[config.mk]
export PLATFORM = sky130hd
export DESIGN_NAME = divider
export DESIGN_NICKNAME = d
export VERILOG_FILES = /design/src/rtl/divider.sv
export SDC_FILE = /design/constraint.sdc
export NUM_CORES = 1
export LEC_CHECK = 0
export ABC_AREA = 1
export CAP_MARGIN = 20
export CORE_MARGIN = 1
export CORE_UTILIZATION = 25
export DETAILED_ROUTE_END_ITERATION = 8
export SETUP_SLACK_MARGIN = 0.05
export SLEW_MARGIN = 20
export SYNTH_ARGS = -nofsm -noshare
export SYNTH_HDL_FRONTEND = slang
export SYNTH_SLANG_ARGS = --single-unit
[constraint.sdc]
create_clock -name clk -period 5.3 [get_ports clk]
set_input_delay 0.53 -clock clk [delete_from_list [all_inputs] [get_ports clk]]
set_output_delay 0.53 -clock clk [all_outputs]
set_load 0.005 [all_outputs]
[src/rtl/divider.sv]
// Iterative 32-bit radix-2 restoring divider for DIV/DIVU.
// Ports:
//   clk, resetn         - clock (rising edge), asynchronous active-low reset
//   div_valid/div_ready - request handshake; div_ready is decoded from state
//   sign                - 1 = signed (DIV), 0 = unsigned (DIVU); latched on accept
//   x, y                - dividend, divisor; latched on accept
//   cancel              - abort an in-flight operation, results untouched
//   busy                - operation in flight
//   done                - one-cycle pulse, quot/rem/div_zero valid
//   quot, rem           - quotient (LO) and remainder (HI)
//   div_zero            - last completed operation had y == 0
module divider (
  input  logic        clk,
  input  logic        resetn,
  input  logic        div_valid,
  output logic        div_ready,
  input  logic        sign,
  input  logic [31:0] x,
  input  logic [31:0] y,
  input  logic        cancel,
  output logic        busy,
  output logic        done,
  output logic [31:0] quot,
  output logic [31:0] rem,
  output logic        div_zero
);

  localparam int unsigned W  = 32;
  localparam int unsigned CW = 5;

  typedef enum logic [1:0] {IDLE, PREP, ITER, POST} state_t;

  state_t          state, state_next;
  logic            sign_q;
  logic [W-1:0]    x_q, y_q;
  logic [W-1:0]    ay;
  logic [W-1:0]    r_acc, q_acc;
  logic            qneg, rneg, zero;
  logic [CW-1:0]   cnt;

  logic            accept_c;
  logic [W-1:0]    ax_c, ay_c;
  logic [W:0]      r_sh_c, diff_c;
  logic [W-1:0]    q_fin_c, r_fin_c;

  assign div_ready = (state == IDLE);
  assign accept_c  = div_valid && (state == IDLE);

  // Operand magnitudes; |0x80000000| stays 0x80000000 as an unsigned value.
  assign ax_c = (sign_q && x_q[W-1]) ? W'(-x_q) : x_q;
  assign ay_c = (sign_q && y_q[W-1]) ? W'(-y_q) : y_q;

  // One restoring step: shift {R,Q} left, trial-subtract |y| in W+1 bits.
  assign r_sh_c = {r_acc, q_acc[W-1]};
  assign diff_c = r_sh_c - {1'b0, ay};

  assign q_fin_c = qneg ? W'(-q_acc) : q_acc;
  assign r_fin_c = rneg ? W'(-r_acc) : r_acc;

  // State register
  always_ff @(posedge clk or negedge resetn) begin
    if (!resetn) state <= IDLE;
    else         state <= state_next;
  end

  // Next-state logic
  always_comb begin
    state_next = state;
    case (state)
      IDLE: if (accept_c) state_next = PREP;
      PREP: state_next = cancel ? IDLE : ITER;
      ITER: begin
        if (cancel)                      state_next = IDLE;
        else if (cnt == CW'(W - 1))      state_next = POST;
      end
      POST:    state_next = IDLE;
      default: state_next = IDLE;
    endcase
  end

  // Datapath and registered outputs
  always_ff @(posedge clk or negedge resetn) begin
    if (!resetn) begin
      sign_q   <= 1'b0;
      x_q      <= '0;
      y_q      <= '0;
      ay       <= '0;
      r_acc    <= '0;
      q_acc    <= '0;
      qneg     <= 1'b0;
      rneg     <= 1'b0;
      zero     <= 1'b0;
      cnt      <= '0;
      busy     <= 1'b0;
      done     <= 1'b0;
      quot     <= '0;
      rem      <= '0;
      div_zero <= 1'b0;
    end else begin
      done <= 1'b0;
      busy <= (state_next != IDLE);
      case (state)
        IDLE: begin
          if (accept_c) begin
            sign_q <= sign;
            x_q    <= x;
            y_q    <= y;
          end
        end
        PREP: begin
          ay    <= ay_c;
          q_acc <= ax_c;
          r_acc <= '0;
          qneg  <= sign_q & (x_q[W-1] ^ y_q[W-1]);
          rneg  <= sign_q & x_q[W-1];
          zero  <= (y_q == '0);
          cnt   <= '0;
        end
        ITER: begin
          if (!diff_c[W]) begin
            r_acc <= diff_c[W-1:0];
            q_acc <= {q_acc[W-2:0], 1'b1};
          end else begin
            r_acc <= r_sh_c[W-1:0];
            q_acc <= {q_acc[W-2:0], 1'b0};
          end
          cnt <= CW'(cnt + 1'b1);
        end
        POST: begin
          // A cancel here drops the result and leaves the outputs as they were.
          if (!cancel) begin
            done     <= 1'b1;
            div_zero <= zero;
            quot     <= zero ? '1  : q_fin_c;
            rem      <= zero ? x_q : r_fin_c;
          end
        end
        default: ;
      endcase
    end
  end

endmodule

# Word-level counts from Yosys, hierarchy flattened
# Index checks and enable logic that the tools add are counted.
[word_totals] register_bits=238 inputBits=69 wordCells=57
[classes] addsub=6 n_eq_ne=4 n_mux=18 bitwise_logic=4 n_reduce_logical=9
[op_table] cell="$mux W32" count=7
[op_table] cell="$neg A32 Y32" count=4
[op_table] cell="$pmux W32 S2" count=2
[op_table] cell="$sub A33 B32 Y33" count=1
[op_table] cell="$logic_not A32 Y1" count=1
[op_table] cell="$pmux W5 S2" count=1
[op_table] cell="$mux W2" count=4
[op_table] cell="$pmux W2 S4" count=1
[op_table] cell="$add A5 B1 Y5 const B" count=1
[op_table] cell="$eq A5 B5 Y1 const B" count=1
[op_table] cell="$eq A2 B2 Y1 const B" count=2
[op_table] cell="$reduce_and A2 Y1" count=2
[op_table] cell="$reduce_bool A2 Y1" count=2
[op_table] cell="$logic_and A1 B1 Y1" count=3
[op_table] cell="$mux W1" count=3
[op_table] cell="$and A1 B1 Y1" count=2
[op_table] cell="$eq A2 B1 Y1 const B" count=1
[op_table] cell="$logic_not A2 Y1" count=1
[op_table] cell="$not A1 Y1" count=1
[op_table] cell="$xor A1 B1 Y1" count=1

# Depth between registers and ports, before layout
# Gate-level depths: netlist of the first run.
[depth] depth_word=5 mapped_depth=18 mapped_depth_nobuf=17

# Least setup slack after synthesis of the first run
# OpenSTA, ideal clock, no wires.
[synth_timing] kind="reg2reg" startpoint="register q_acc[31]" endpoint="register r_acc[12]" setup_ps=115 arrival_time_ps=2047 required_time_ps=5185 path_slack_ps=3138 stages_incl_launch_ff=19 path_buffers=1 synth_period_minus_slack_ps=2162 cell_sequence="dfrtp_1 -> inv_1 -> ha_1 -> fa_1 -> inv_1 -> nand2_2 -> nand2_1 -> nand3_2 -> nand2_4 -> nand2_4 -> nand2_4 -> nand2_4 -> nand2_4 -> nand2_4 -> nand2_8 -> buf_12 -> nand2_4 -> nand3_2 -> nand2_2"
[synth_via] elab_chain_cells=3
[synth_lines] element="start: declaration" line_no="37" text="logic [W-1:0] r_acc, q_acc;"
[synth_lines] element="start signal: assignment" line_no="122" text="q_acc <= {q_acc[W-2:0], 1'b1};"
[synth_lines] element="start signal: assignment" line_no="125" text="q_acc <= {q_acc[W-2:0], 1'b0};"
[synth_lines] element="$sub A33 B32 Y33" line_no="55" text="assign diff_c = r_sh_c - {1'b0, ay};"
[synth_lines] element="$mux W32" line_no="120" text="if (!diff_c[W]) begin"
[synth_lines] element="$pmux W32 S2" line_no="102" text="case (state)"
[synth_lines] element="end signal: assignment" line_no="121" text="r_acc <= diff_c[W-1:0];"
[synth_lines] element="end signal: assignment" line_no="124" text="r_acc <= r_sh_c[W-1:0];"
[synth_lines] element="end: declaration" line_no="37"
# No other way between the ends.
# A chain may end at the register's enable or synchronous reset.

# Worst setup path in the final report of the first run
[layout_timing] startpoint="register state[0]" endpoint="register r_acc[28]"
[layout_via] elab_chain_cells=2 word_cells_on_any_way=4 classes_between="eq/ne: 2; mux: 1; reduce/logical: 1"
[layout_lines] element="start: declaration" line_no="33" text="state_t state, state_next;"
[layout_lines] element="start signal: assignment" line_no="63" text="else state <= state_next;"
[layout_lines] element="$eq A2 B2 Y1 or $eq A2 B1 Y1 (tied branches)" line_no="102"
[layout_lines] element="$pmux W32 S2 or $reduce_bool A2 Y1 (tied branches)"
# Several ways; a longest one is shown, not always the timed one.

==> impl_metrics.yaml, run 1 <==
floorplanning:
  num_rows: 93
  fp.dieH_um: 256.8
  initial_core_util_pct: 25.22
  core_sq_um: 64350
  io_pins: 137
  die-width_um: 256.8
  die-area_sq_um: 65940
pwr:
  powerDensity_nw_per_um2: 528.8
  total_leakage_power_uw: 0.009645
  finalPower_uw: 10230
  peakVddDrop_mv: 0.2839
clocking:
  cts_hold_buffers: 1
  insertion_delay_ps: 580
  clockRootBuffer: "clkbuf_16"
  numClockSinks: 238
  tritoncts: "built"
  clk_path_buf_depth: 3
  htreeDepth: 1
  ctsResizeCount: 0
  cts_made_buffers: 27
  path_clk_slew_ps: 60
  postCtsSetupBuffers: 0
hold_path:
  hold_depth: 2
  hold_class: "flop to flop"
  hp-start: "ay[28]"
  whs_endpoint: "ay[28]"
timing:
  finalSetupTns_ps: 0
  fmax_ghz: 0.2773
  hold_viol: 0
  relSlewSlack_pct: 25.94
  grt_setup_unrepaired: "false"
  slew_violations: 0
  finalCritPeriodShare_pct: 68.05
  setup_violations: 0
  skew_ps: 36.19
  worst-slew-pin-transition_ps: 1111
  min_period_ps: 3607
worst_setup_path:
  startpoint_type: "flop"
  r2r_end: "r_acc[28]"
  regToRegSetupSlack_ps: 1690
  r2r_start: "state[0]"
  reg2reg_depth: 6
  crit_type: "flop to flop"
  cp_max_fo: 42
  critPathArrivalTime_ps: 4100
  critPathCaptureType: "flop"
  critPathRequiredTime_ps: 5790
logic_synthesis:
  async_flop_share_pct: 100.0
  yosysMostFrequentCell: "nand2_1"
  syn_nets: 2387
  synth_cell_type_count: 59
  synth.top_cell.area_share_pct: 36.70
  synthCells: 2275
  ys_seq_area_share_pct: 36.70
  synth_commonest_cells: "nand2_1 (578), inv_1 (321), dfrtp_1 (238), nor2_1 (238), nand3_1 (193)"
  synth_top_cell_by_area: "dfrtp_1"
  syn_area_sq_um: 16230
  syn_avg_cell_area_sq_um: 7.133
  yosys_warnings: 0
  ys_ff_latch: 238
  synthTopCellsByArea: "dfrtp_1 (37%), nand2_1 (13%), inv_1 (7.4%)"
  ys.flop_type: "dfrtp_1"
  synth_edf_count: 0
drt:
  viasPerCell: 4.654
  drt-initial-drc-count: 1293
  drc: 0
  ant_nets: 0
  routed_wirelength_mm: 54.03
  dr.pass1.iters: 6
  vias: 15130
  wl_per_cell_um: 16.61
final_layout:
  drive_gt1_share_pct: 8.511
  fillers: 6992
  antenna_cells: 0
  areaGrowthSynthToFinish_pct: 19.23
  final_nets: 2489
run_status:
  status: "finished, final reports clean"
grt:
  grt_first_pass_wirelength_mm: 84.93
  grt_max_degree: 109
  grt.overflow.total: 0
  grt_pass1_vias: 14500
  antenna_found_initial: 0
  track_usage_pct: 16.14
flow_run:
  cap_violations: 0
place:
  port_buffers: 136
  gp_congestion: 0.9426
  dpl.hpwl_mm: 41.70
critical path, stage by stage (launching register included):
cell and delay (ps):
dfrtp_1 410, inv_1 80, ha_1 920, nand2_1 780, inv_2 1060, nand3_2 150, nand2_2 90
kinds of logic after synthesis:
group           Yosys count  share of synthesized area, %
mux                       6                        0.4163
flops                   238                         36.70
fa+ha+maj                43                         3.362
xor+xnor                 71                         3.832
simple gates           1194                         34.00
buf+inv                 416                         10.28
compound gates          307                         11.41
registers in the layout, summed over array words and instances, names as in the netlist:
signal / flops
x_q: 32
done: 1
div_zero: 1
y_q: 32
r_acc: 32
rneg: 1
ay: 32
q_acc: 32
zero: 1
rem: 32
state: 2
qneg: 1
sign_q: 1
cnt: 5
quot: 32
busy: 1
layer usage:
metal | GRT usage [%] | part of all wire, %
met5 | 0 | 0
met4 | 2.298 | 1.2
met3 | 1.977 | 5.1
met2 | 25.40 | 45
met1 | 23.88 | 49
final cells by class:
cell class	count	area, sq um	share of cell area [%]
multi-input cells	1621	8620	44.55
flip-flops and latches	238	5956	30.78
repair buffers	149	1479	7.644
well taps	855	1070	5.529
clock buffers	40	784.5	4.055
inverters	340	1276	6.596
clock inverters	9	163.9	0.8471
worst max-delay path by stage:
stage / from / to / slack (ps) / cells past startpoint
6_report: state[0] / r_acc[28] / 1690 / 6
5_1_grt: state[0] / r_acc[31] / 1330 / 6
4_1_cts: state[0] / r_acc[28] / 1710 / 6
3_5_place_dp: state[0] / r_acc[2] / 1710 / 6
3_3_place_gp: state[0] / r_acc[31] / 1830 / 6
2_1_floorplan: q_acc[31] / r_acc[12] / 3140 / 18
per-stage QoR:
stage	utilization (%)	cell area [sq um]	hold WS, ps	instances	setup WS (ps)
final	30.07	19350	481.3	3252	1693
after floorplan	-	16230	234.4	2275	3138
after detailed placement	28.58	18390	467.9	3202	1712
after global routing	30.07	19350	503.7	3252	1331
after CTS	30.07	19350	484.4	3252	1712
after global placement	28.58	18390	464.8	3202	1827
cell usage in the layout, fill, tap and decap left out, drive strengths merged, types with 33 or more instances in the layout:
cell / instances
o21ai: 91
o221ai: 33
nor3: 33
clkbuf: 40
a21oi: 110
nand2: 640
nor2: 251
nand3: 225
dfrtp: 238
clkdlybuf4s50: 135
xor2: 57
inv: 341
ha: 42
power breakdown:
part	total (uW)	switching [uW]	leakage (uW)	internal [uW]
Clock	2050	829	0.000466	1220
Sequential	3140	597	0.00291	2540
Combinational	5040	3270	0.00627	1760
Total	10200	4700	0.00964	5530
Power figures use the tool's default switching activity.
==> run 2, diff against run 1 <==
- clock period: 5.3 -> 3 ns (I/O delays scaled with it)
==> run 2 against run 1 <==
Against the previous run:
- flip-flop and latch count is the same
- power rose by 76%
- combinational power increased by 81%
- critical endpoint is now r_acc[31]
- sequential power rose by 77%
- first-iteration DRC count up 8.3%
- non-clock buffer count up 19
- worst hold slack got worse by 220 ps
- largest cell class unchanged
- global-route usage increased by 0.41 points
- core utilization rose by 0.21 points
- clock power rose by 63%
- critical path depth up 11
==> impl_metrics.yaml, run 2 (synthesis gave the netlist of run 1 again) <==
timing:
  finalSetupTns_ps: 0
  skew_ps: 29.39
  finalCritPeriodShare_pct: 91.22
  grt_setup_unrepaired: "false"
  min_period_ps: 2736
  fmax_ghz: 0.3654
  worst-slew-pin-transition_ps: 746.5
  relSlewSlack_pct: 50.18
  hold_viol: 0
  slew_violations: 0
  setup_violations: 0
place:
  port_buffers: 136
  gp_congestion: 0.9657
  dpl.hpwl_mm: 43.25
pwr:
  p_clk_share_pct: 18.6
  finalPower_uw: 18050
  powerDensity_nw_per_um2: 926.7
  swShare_pct: 46.45
  comb_power_share_pct: 50.6
  p_seq_share_pct: 30.8
  total_leakage_power_uw: 0.009728
  peakVddDrop_mv: 0.4982
  switchingPower_uw: 8385
  p_int_uw: 9667
final_layout:
  antenna_cells: 0
  final_nets: 2508
  fillers: 6918
  layout_commonest_cell: "nand2_1"
  areaGrowthSynthToFinish_pct: 20.05
  multiInputGateArea_sq_um: 8620
  final_cell_mix: "nand2_1 (577), inv_1 (321), dfrtp_1 (238), nor2_1 (237), nand3_1 (193)"
  utilization_pct: 30.27
  regArea_sq_um: 5956
  drive_gt1_share_pct: 9.321
drt:
  dr.pass1.iters: 7
  drc: 0
  vias: 15390
  drt-initial-drc-count: 1400
  ant_nets: 0
  routed_wirelength_mm: 55.04
  wl_per_cell_um: 16.84
  viasPerCell: 4.709
clocking:
  htreeDepth: 1
  insertion_delay_ps: 570
  clk_path_buf_depth: 3
  ctsResizeCount: 0
  tritoncts: "built"
  cts_made_buffers: 27
  path_clk_slew_ps: 60
  postCtsSetupBuffers: 0
  cts_hold_buffers: 1
  clockRootBuffer: "clkbuf_16"
  numClockSinks: 238
grt:
  antenna_found_initial: 1
  grt_first_pass_wirelength_mm: 86.37
  grt.overflow.total: 0
  track_usage_pct: 16.55
  grt_max_degree: 75
  grt_pass1_vias: 14640
floorplanning:
  fp.dieH_um: 256.8
  die-width_um: 256.8
  die-area_sq_um: 65940
  initial_core_util_pct: 25.22
  core_sq_um: 64350
  io_pins: 137
  num_rows: 93
worst_setup_path:
  critPathArrivalTime_ps: 3190
  crit_type: "flop to flop"
  startpoint_type: "flop"
  critPathRequiredTime_ps: 3460
  cp_max_fo: 31
  critPathCaptureType: "flop"
flow_run:
  cap_violations: 0
run_status:
  status: "finished, final reports clean"
hold_path:
  hold_class: "input port to async pin"
[run 2: power groups by stage]
| stage | registers, uW | clock network (uW) | logic [uW] |
|---|---|---|---|
| after floorplan | 5270 | 0 | 5970 |
| after global placement | 5580 | 0 | 9080 |
| after detailed placement | 5590 | 0 | 9110 |
| after CTS | 5540 | 3420 | 9150 |
| after global routing | 5720 | 3550 | 10200 |
| final | 5560 | 3350 | 9140 |
[run 2: worst max-delay path, stage by stage (launching register included)]
cell and delay (ps):
dfrtp_1 340, inv_1 100, ha_1 230, fa_1 400, inv_1 100, nand2_2 40
nand2_1 90, nand3_2 100, nand2_4 110, nand2_4 50, nand2_4 70, nand2_4 70
nand2_4 70, nand2_4 130, nand2_8 420, nand2_1 140, nand3_1 90, nand2_1 60
[run 2: path summary, 6_finish.rpt]
path                           start   endpoint  slack [ps]  depth (start not counted)
min in group clk               y[21]    y_q[21]         330                          3
max in group asynchronous     resetn     ay[11]        1860                          3
max                        q_acc[31]  r_acc[31]         260                         17
max reg2reg                q_acc[31]  r_acc[31]         260                         17
min reg2reg                   ay[31]     ay[31]         480                          2
min                           resetn    quot[2]         260                          2
[run 2: through the flow]
step           setup WS, ps  area [sq um]  std cells  hold slack (ps)
2_1_floorplan         837.5         16230       2275            4.409
3_3_place_gp          344.1         18580       3221            319.8
3_5_place_dp          271.9         18580       3221            318.2
4_1_cts               280.7         19480       3269            303.7
5_1_grt               72.43         19480       3269            326.1
6_report              263.5         19480       3269            264.2
[run 2: metal layers]
layer / vias up / track usage (%) / share of wire (%)
met5: - / 0 / 0.024
met4: 2 / 3.737 / 2.3
met3: 66 / 2.086 / 5.5
met2: 451 / 25.60 / 44
met1: 7320 / 24.31 / 48
li1: 7554 / - / -
[run 2: final cells by class]
type | count | area share, %
clock buffer | 38 | 4.091
clock inverter | 9 | 0.4688
inverter | 340 | 6.551
multi-input combinational | 1621 | 44.25
sequential | 238 | 30.57
tap | 855 | 5.491
timing repair buffer | 168 | 8.581
